==> config.mk <==
export PLATFORM = sky130hd
export DESIGN_NAME = alu_cmd_ctrl
export DESIGN_NICKNAME = d
export VERILOG_FILES = /design/src/rtl/alu_cmd_ctrl.sv
export SDC_FILE = /design/constraint.sdc
export NUM_CORES = 1
export LEC_CHECK = 0
export CAP_MARGIN = 20
export CORE_MARGIN = 10
export CORE_UTILIZATION = 54
export CTS_BUF_LIST = sky130_fd_sc_hd__clkbuf_2 sky130_fd_sc_hd__clkbuf_4 sky130_fd_sc_hd__clkbuf_8
export CTS_CLUSTER_DIAMETER = 50
export CTS_CLUSTER_SIZE = 12
export DETAILED_ROUTE_END_ITERATION = 16
export PLACE_DENSITY = 0.83
export SKIP_LAST_GASP = 1
export SLEW_MARGIN = 30
export SYNTH_ARGS = -nofsm -noshare
export SYNTH_HDL_FRONTEND = slang
export SYNTH_SLANG_ARGS = --single-unit
==> constraint.sdc <==
create_clock -name CLK -period 6.3 [get_ports CLK]
set_clock_uncertainty 0.15 [all_clocks]
set_input_delay 1.26 -clock CLK [delete_from_list [all_inputs] [get_ports CLK]]
set_output_delay 1.26 -clock CLK [all_outputs]
set_load 0.03 [all_outputs]
==> src/rtl/alu_cmd_ctrl.sv <==
// alu_cmd_ctrl: byte-stream command parser in front of the 16-bit ALU and
// two-byte (LSB first) result writer into the TX FIFO.
module alu_cmd_ctrl #(
  parameter int          TIMEOUT = 16,
  parameter logic [7:0]  OP_FULL = 8'hCC,
  parameter logic [7:0]  OP_FUN  = 8'hDD
) (
  input  logic        CLK,
  input  logic        RST,
  input  logic [7:0]  RX_P_DATA,
  input  logic        RX_D_VLD,
  output logic [15:0] ALU_A,
  output logic [15:0] ALU_B,
  output logic [3:0]  ALU_FUN,
  output logic        ALU_EN,
  input  logic [15:0] ALU_OUT,
  input  logic        ALU_OUT_VALID,
  input  logic        FIFO_FULL,
  output logic [7:0]  WR_DATA,
  output logic        WR_INC,
  output logic        CMD_ERR,
  output logic        BUSY
);

  localparam int CNT_W = (TIMEOUT > 1) ? $clog2(TIMEOUT) : 1;
  localparam logic [CNT_W-1:0] CNT_LAST = CNT_W'(TIMEOUT - 1);

  typedef enum logic [3:0] {
    S_IDLE,
    S_GET_A0,
    S_GET_A1,
    S_GET_B0,
    S_GET_B1,
    S_GET_FUN,
    S_RUN,
    S_WAIT_RES,
    S_SEND_LO,
    S_SEND_HI
  } state_t;

  state_t            state_reg, state_next;
  logic [15:0]       alu_a_reg, alu_a_next;
  logic [15:0]       alu_b_reg, alu_b_next;
  logic [3:0]        alu_fun_reg, alu_fun_next;
  logic [15:0]       result_reg, result_next;
  logic [CNT_W-1:0]  cnt_reg, cnt_next;
  logic [7:0]        wr_data_reg, wr_data_next;
  logic              alu_en_c;
  logic              wr_inc_c;
  logic              cmd_err_c;

  // State, operand, result, timeout and last-written-byte registers.
  always_ff @(posedge CLK or negedge RST) begin
    if (!RST) begin
      state_reg   <= S_IDLE;
      alu_a_reg   <= '0;
      alu_b_reg   <= '0;
      alu_fun_reg <= '0;
      result_reg  <= '0;
      cnt_reg     <= '0;
      wr_data_reg <= '0;
    end else begin
      state_reg   <= state_next;
      alu_a_reg   <= alu_a_next;
      alu_b_reg   <= alu_b_next;
      alu_fun_reg <= alu_fun_next;
      result_reg  <= result_next;
      cnt_reg     <= cnt_next;
      wr_data_reg <= wr_data_next;
    end
  end

  // Next-state, register updates and strobes for every state.
  always_comb begin
    state_next   = state_reg;
    alu_a_next   = alu_a_reg;
    alu_b_next   = alu_b_reg;
    alu_fun_next = alu_fun_reg;
    result_next  = result_reg;
    cnt_next     = cnt_reg;
    wr_data_next = wr_data_reg;
    alu_en_c     = 1'b0;
    wr_inc_c     = 1'b0;
    cmd_err_c    = 1'b0;

    case (state_reg)
      S_IDLE: begin
        if (RX_D_VLD) begin
          if (RX_P_DATA == OP_FULL) begin
            state_next = S_GET_A0;
          end else if (RX_P_DATA == OP_FUN) begin
            state_next = S_GET_FUN;
          end else begin
            cmd_err_c = 1'b1;
          end
        end
      end

      S_GET_A0: begin
        if (RX_D_VLD) begin
          alu_a_next[7:0] = RX_P_DATA;
          state_next      = S_GET_A1;
        end
      end

      S_GET_A1: begin
        if (RX_D_VLD) begin
          alu_a_next[15:8] = RX_P_DATA;
          state_next       = S_GET_B0;
        end
      end

      S_GET_B0: begin
        if (RX_D_VLD) begin
          alu_b_next[7:0] = RX_P_DATA;
          state_next      = S_GET_B1;
        end
      end

      S_GET_B1: begin
        if (RX_D_VLD) begin
          alu_b_next[15:8] = RX_P_DATA;
          state_next       = S_GET_FUN;
        end
      end

      S_GET_FUN: begin
        if (RX_D_VLD) begin
          // Only the low nibble selects the function.
          alu_fun_next = RX_P_DATA[3:0];
          state_next   = S_RUN;
        end
      end

      S_RUN: begin
        alu_en_c   = 1'b1;
        cnt_next   = '0;
        state_next = S_WAIT_RES;
        cmd_err_c  = RX_D_VLD;
      end

      S_WAIT_RES: begin
        cmd_err_c = RX_D_VLD;
        // A valid result arriving on the terminal count still wins.
        if (ALU_OUT_VALID) begin
          result_next = ALU_OUT;
          state_next  = S_SEND_LO;
        end else if (cnt_reg == CNT_LAST) begin
          cmd_err_c  = 1'b1;
          cnt_next   = '0;
          state_next = S_IDLE;
        end else begin
          cnt_next = cnt_reg + 1'b1;
        end
      end

      S_SEND_LO: begin
        cmd_err_c = RX_D_VLD;
        if (!FIFO_FULL) begin
          wr_inc_c     = 1'b1;
          wr_data_next = result_reg[7:0];
          state_next   = S_SEND_HI;
        end
      end

      S_SEND_HI: begin
        cmd_err_c = RX_D_VLD;
        if (!FIFO_FULL) begin
          wr_inc_c     = 1'b1;
          wr_data_next = result_reg[15:8];
          state_next   = S_IDLE;
        end
      end

      default: begin
        state_next = S_IDLE;
      end
    endcase
  end

  assign ALU_A   = alu_a_reg;
  assign ALU_B   = alu_b_reg;
  assign ALU_FUN = alu_fun_reg;
  assign ALU_EN  = alu_en_c;
  // WR_DATA shows the new byte in its write cycle and holds it afterwards.
  assign WR_DATA = wr_data_next;
  assign WR_INC  = wr_inc_c;
  assign CMD_ERR = cmd_err_c;
  assign BUSY    = (state_reg != S_IDLE);

endmodule

Word level (Yosys, flattened, before mapping)
Cells that the tools add are included.
Widths: inputs -> output; s select.

storage, ports and cells
  latch bits = 0
  logic and storage cells = 74
  output and inout bits = 48
  bits in registers = 68
  bits in writable memories = 0
  memories kept = 0
  bits in read-only memories = 0
  input bits = 29

operators by class
  order comparisons = 0
  reduce and logical (&&, ||, !) cells = 13
  bitwise gates (word level) = 0
  muxes and demuxes = 28
  divide/modulo/power cells = 0
  equality and inequality tests = 23
  multiply operators = 0
  shifts and indexed selects = 0
  add/sub/neg operators = 1

operator list
  operator             count
  $mux 4               14
  $pmux 4 s10          1
  $ne 2x2->1 const B   9
  $eq 4x3->1 const B   4
  $eq 8x8->1 const B   2
  $mux 8               2
  $pmux 8 s2           1
  $reduce_and 2->1     7
  $eq 4x4->1 const B   3
  $reduce_and 10->1    1
  $eq 4x2->1 const B   2
  $mux 1               8
  $pmux 4 s2           1
  $ne 3x3->1 const B   2
  $add 4x1->4 const B  1
  $eq 4x1->1 const B   1
  $logic_not 4->1      1
  $reduce_bool 4->1    1
  $pmux 1 s3           1
  $reduce_or 3->1      1
  $reduce_bool 2->1    1
  $reduce_or 2->1      1

Longest topological paths before layout
Gate-level depths: netlist (run 1).

  depth after elaboration = 5
  gate-level depth with buffers = 6
  gate-level depth less buffers = 5

Worst setup path after synthesis (run 1)
No wires, ideal clock.

  path type = input -> output
  start point = in FIFO_FULL
  end point = out WR_DATA[2]
  path buffers = 1
  data required time = 4890 ps
  data arrival time = 2499 ps
  path slack = 2391 ps
  stages on the path = 4
  cells stage by stage = nor3_2 -> buf_2 -> nor2_1 -> a21oi_1

on the way
  longest elaborated chain between the ends = 2
  elaborated cells between the ends (all ways) = 3
  classes of those cells = mux (3)

ends and longest elaborated chain
  element                    line      text
  start, declared            18        input logic FIFO_FULL,
  $mux 8 (on tied branches)  168, 159
  $pmux 8 s2 *               86        case (state_reg)
  end, declared              19        output logic [7:0] WR_DATA,

Every way passes the cells marked *; elsewhere a longest branch is shown, timed or not.

Worst setup path in the final report (run 1)
  start point = in FIFO_FULL
  end point = out WR_DATA[3]

The elaborated chain is that of the path after synthesis.

==> impl_metrics.yaml, run 1 <==
logic_synthesis:
  synth_mux_area_share_pct: 24.95
  async_flop_share_pct: 100.0
  synthXorXnorAreaFrac_pct: 0.2882
  avgSynthCellArea_um2: 14.40
  syn_inst: 211
  yosysTopAreaCell: "dfrtp_1"
  synth_seq_cells: 68
  synth-edff-count: 0
  synth_ff_type: "dfrtp_1"
  synthTopCellsByArea: "dfrtp_1 56%, mux2_1 10%, mux2_4 7.9%"
  netlist_area_um2: 3039
  synth.distinct_cells: 44
  yosysSeqAreaShare_pct: 55.99
  synthAdderAreaFrac_pct: 0.4117
  netlist.area_leader.share_pct: 55.99
  synth_top_family_by_area: "multiplexers"
  synth_simple_gate_area_share_pct: 9.592
  synth-compound-area-share_pct: 6.381
  synth_fp_nets: 241
  synth_commonest_cells: "68 x dfrtp_1, 28 x mux2_1, 16 x mux2_4"
  yosysWarningCount: 0
  yosysMostFrequentCell: "dfrtp_1"
route:
  route.met2.wl_mm: 3.780
  drt-pass1-iter-count: 4
  routed.top_layer: "met4"
  wl_met1_mm: 2.891
  wl_met3_um: 419
  drt_iter0_markers: 58
  wl_mm: 7.228
  drcViolationCount: 0
  viasPerCell: 5.391
  final_antenna_net_count: 0
  avgRoutedWirePerCell_um: 19.75
  num_vias: 1973
worst_setup_path:
  worstPathMaxFanout: 17
  critPathLaunchType: "input pin"
  path_class: "input pin to output pin"
  cp.arrival_ps: 3320
  end_kind: "output pin"
  crit_required_ps: 4890
flow_run:
  maxCapViolations: 0
timing:
  setup_tns_ps: 0
  fmax_mhz: 211.4
  rsz0062_at_grt: "no"
  finalMaxSlewViolations: 0
  setup_viol: 0
  worst_pin_slew_ps: 885.8
  finalCriticalPeriod_ps: 4730
  hold_viol: 0
  finalCritPeriodShare_pct: 75.08
  relSlewSlack_pct: 40.95
placement:
  dp_hpwl_mm: 5.266
  routabilityCongestion: 0.7825
  placedInstanceArea_um2: 3827
  io_buffers: 76
global_routing:
  grt_pass1_wl_mm: 11.99
  grt_usage_pct: 17.16
  grt_pass1_vias: 2272
  grt_start_max_net_pins: 69
  gr-total-overflow: 0
  antenna_found_initial: 0
cells_and_area:
  antenna_cells: 0
  nFillCells: 401
  layout.nets: 320
  finalInstanceArea_um2: 4029
  drive_gt1_share_pct: 18.03
  area_growth_syn_to_layout_pct: 32.56
cts:
  cts_buffers: 9
  clock_path_buffers: 2
  postCtsSetupBuffers: 0
  cts_tree: "done"
  htree_levels: 3
  clockRootBuffer: "clkbuf_8"
  clock-sinks: 68
  cts_resized: 0
  clk_latency_ps: 330
  cts_hold_buf: 0
  cts.clk_slew.worst_paths_ps: 60
pwr:
  leakage_uw: 0.001765
  power.density_nw_per_um2: 582.9
  peakVddDrop_v: 0.0003255
floorplan:
  io_pins: 77
  fp.dieH_um: 95.02
  die-area_um2: 9029
  coreArea_um2: 5473
  start_util_pct: 55.53
  die_x_um: 95.02
  rows: 27
worst_hold_path:
  hold_class: "register to register"
outcome:
  outcome: "completed"
-- worst paths after layout --
path                               from  depth (start not counted)  slack [ps]    endpoint
max in group asynchronous           RST                          2        4490  ALU_FUN[2]
min reg2reg                    ALU_A[2]                          1         340    ALU_A[2]
min                            ALU_A[2]                          1         340    ALU_A[2]
max reg2reg                state_reg[0]                          4        3620    ALU_B[2]
min in group asynchronous           RST                          2         960    ALU_A[3]
max                           FIFO_FULL                          5        1570  WR_DATA[3]
-- per-layer routing --
layer	vias to the layer above	global-route usage, %
met1	996	19.30
met3	13	4.949
met5	-	0
met4	0	7.107
met2	44	29.92
li1	920	-
-- power by group --
group          leakage, uW  total, uW  switching [uW]  internal, uW
clock             0.000104        361             157           205
combinational     0.000840       1160             605           558
sequential        0.000821        824             171           653
-- layout by cell type, fill, tap and decap left out, drive strengths merged, types with 2 or more instances in the layout --
master and count:
buf 2, clkdlybuf4s50 75, a21oi 10, a21o 2
dfrtp 68, nor3b 2, nand3b 2, or2 2
o21ai 3, a31oi 2, nand2b 4, nor3 5
a22o 2, mux2i 9, inv 2, clkbuf 13
nor2b 2, o22a 2, mux2 54, nor2 13
o311ai 2, nand2 3
-- stage by stage --
step	util [%]	worst slack (ps)	std cells	hold slack (ps)	total power, uW
5_1_grt	73.62	1409	366	362.5	2480
2_1_floorplan	-	2391	211	290.0	1549
3_3_place_gp	69.94	1518	351	316.2	1958
4_1_cts	73.50	1371	366	339.8	2368
3_5_place_dp	69.94	1378	351	324.0	2002
6_report	73.62	1570	366	339.7	2348
-- final cells by class --
class	instances	area (um^2)	area share (%)
Multi-Input combinational cell	132	1271	31.55
Tap cell	72	90.09	2.236
Sequential cell	68	1702	42.24
Clock buffer	13	160.2	3.975
Inverter	2	7.507	0.1863
Timing Repair Buffer	77	763.2	18.94
Clock inverter	2	35.03	0.8696
-- worst max-delay path: stages --
cell and delay [ps]:
clkdlybuf4s50_1 470, nor3_4 560, nor2_1 100, a21oi_1 210, clkdlybuf4s50_1 720
-- logic make-up (layout without fill, tap and decap cells) --
logic type,count (synthesis),after routing
flip-flops,68,68
AND/OR/NAND/NOR,42,42
multiplexers,63,63
XOR/XNOR,1,1
AO/OA/AOI/OAI,25,25
buffers and inverters,11,94
adder cells (fa/ha/maj),1,1
Note: power is estimated with default switching activity, not from simulation.
==> run 2: changes to the inputs <==
--- a/config.mk
+++ b/config.mk
@@ -7,12 +7,12 @@
 export LEC_CHECK = 0
 export CAP_MARGIN = 20
 export CORE_MARGIN = 10
-export CORE_UTILIZATION = 54
+export CORE_UTILIZATION = 51
 export CTS_BUF_LIST = sky130_fd_sc_hd__clkbuf_2 sky130_fd_sc_hd__clkbuf_4 sky130_fd_sc_hd__clkbuf_8
 export CTS_CLUSTER_DIAMETER = 50
 export CTS_CLUSTER_SIZE = 12
 export DETAILED_ROUTE_END_ITERATION = 16
-export PLACE_DENSITY = 0.83
+export PLACE_DENSITY = 0.79
 export SKIP_LAST_GASP = 1
 export SLEW_MARGIN = 30
 export SYNTH_ARGS = -nofsm -noshare
==> constraint.sdc (replaced) <==
create_clock -name CLK -period 4.75 [get_ports CLK]
set_clock_uncertainty 0.15 [all_clocks]
set_input_delay 0.95 -clock CLK [delete_from_list [all_inputs] [get_ports CLK]]
set_output_delay 0.95 -clock CLK [all_outputs]
set_load 0.03 [all_outputs]
==> run 2 against run 1 <==
Compared with the run above:
- power increased by 32%
- via count fell by 0.51%
- core utilization shrank 4.4 points
- sequential cell count unchanged
- hold slack got worse by 2.9 ps
- critical path type unchanged
- critical endpoint is now CMD_ERR
- largest power group unchanged
==> impl_metrics.yaml, run 2 (synthesis gave the netlist of run 1 again) <==
outcome:
  outcome: "completed"
cts:
  clock_path_buffers: 2
  htree_levels: 3
  cts.clk_slew.worst_paths_ps: 70
  postCtsSetupBuffers: 0
  cts_tree: "done"
  cts_hold_buf: 0
  clock-sinks: 68
  cts_buffers: 9
  clockRootBuffer: "clkbuf_8"
  clk_latency_ps: 320
  cts_resized: 0
cells_and_area:
  final_common_cell: "clkdlybuf4s50_1"
  fin_cells: 371
  layout.nets: 321
  area_growth_syn_to_layout_pct: 33.26
  antenna_cells: 0
  drive_gt1_share_pct: 18.92
  mostFrequentLayoutCells: "75 x clkdlybuf4s50_1, 68 x dfrtp_1, 28 x mux2_1"
  finalInstanceArea_um2: 4050
timing:
  finalCritPeriodShare_pct: 82.29
  fmax_mhz: 255.8
  setup_viol: 0
  relSlewSlack_pct: 39.51
  layout_setup_ws_ps: 841.4
  setup_tns_ps: 0
  finalMaxSlewViolations: 0
  worst_pin_slew_ps: 907.3
  finalCriticalPeriod_ps: 3909
  rsz0062_at_grt: "no"
  hold_slack_ps: 336.7
  hold_viol: 0
worst_setup_path:
  cp_slowest_cell: "clkdlybuf4s50_1"
  crit_top_cell: "clkdlybuf4s50_1"
  crit_end: "CMD_ERR"
  path_delay_family: "buffers and inverters"
  r2r_slack_ps: 2240
  worstPathMaxFanout: 6
  cp.arrival_ps: 2810
  timing.rr.start: "state_reg[0]"
  startpoint: "RX_P_DATA[3]"
  end_kind: "output pin"
  ff2ff_path_depth: 3
  crit_required_ps: 3650
  r2r-end: "ALU_A[10]"
  critPathBufInv: 2
  critPathLaunchType: "input pin"
  cp_slowest_stage_delay_ps: 680
  path_depth: 5
  path_class: "input pin to output pin"
  crit_chain: "clkdlybuf4s50_1 -> and4b_1 -> a31oi_4 -> o22a_1 -> clkdlybuf4s50_1"
route:
  drt-pass1-iter-count: 4
  final_antenna_net_count: 0
  avgRoutedWirePerCell_um: 18.46
  viasPerCell: 5.291
  wl_mm: 6.849
  num_vias: 1963
  drcViolationCount: 0
  drt_iter0_markers: 56
placement:
  io_buffers: 76
  dp_hpwl_mm: 5.007
  placedCellCount: 355
  placedInstanceArea_um2: 3841
  routabilityCongestion: 0.7332
  post-place-ws_ps: 812.9
floorplan:
  rows: 28
  fp.dieH_um: 97.20
  coreArea_um2: 5851
  die-area_um2: 9447
  die_x_um: 97.20
  io_pins: 77
  start_util_pct: 51.95
pwr:
  seqPwrFrac_pct: 35.1
  switching_share_pct: 39.61
  power.density_nw_per_um2: 765.0
  power.share.clock_pct: 15.5
  intPower_uw: 1871
  power_frac_comb_pct: 49.4
  p_switching_uw: 1227
  peakVddDrop_v: 0.0004602
  leakage_uw: 0.001757
global_routing:
  grt_usage_pct: 14.56
  antenna_found_initial: 0
  grt_pass1_vias: 2105
  gr-total-overflow: 0
  grt_start_max_net_pins: 48
  grt_pass1_wl_mm: 11.31
flow_run:
  maxCapViolations: 0
worst_hold_path:
  hold_class: "register to register"
[run 2: per-layer routing]
metal	up-vias	share of wire [%]	track usage [%]	routed length (um)
li1	922	-	-	-
met1	996	45	18.06	3116
met2	39	50	23.82	3410
met3	6	3.8	3.556	257
met4	0	0.95	5.448	65
met5	-	0	0	0
[run 2: power by group through the flow]
stage               logic [uW]  clock network, uW  registers (uW)
floorplan                  740                  0            1310
global placement          1520                  0            1090
detailed placement        1550                  0            1090
CTS                       1560                489            1090
global route              1630                516            1130
finish                    1530                481            1090
[run 2: how the worst min path moves through the flow]
stage / start / endpoint / slack [ps] / cells after the start
finish: cnt_reg[3] / cnt_reg[3] / 340 / 1
global route: cnt_reg[3] / cnt_reg[3] / 370 / 1
CTS: cnt_reg[3] / cnt_reg[3] / 340 / 1
detailed placement: ALU_B[3] / ALU_B[3] / 330 / 1
global placement: cnt_reg[3] / cnt_reg[3] / 320 / 1
floorplan: cnt_reg[3] / cnt_reg[3] / 290 / 1
[run 2: area by class of cell]
class	count	area, um^2
fillers	423	1800
flip-flops and latches	68	1702
multi-input cells	132	1267
repair buffers	78	773.2
clock buffers	11	145.1
well taps	75	93.84
clock inverters	5	61.31
inverters	2	7.507
[run 2: stage by stage]
stage	utilization (%)	power [uW]
after floorplan	-	2054
after global placement	65.61	2607
after detailed placement	65.65	2645
after CTS	69.18	3135
after global routing	69.23	3274
final	69.23	3099
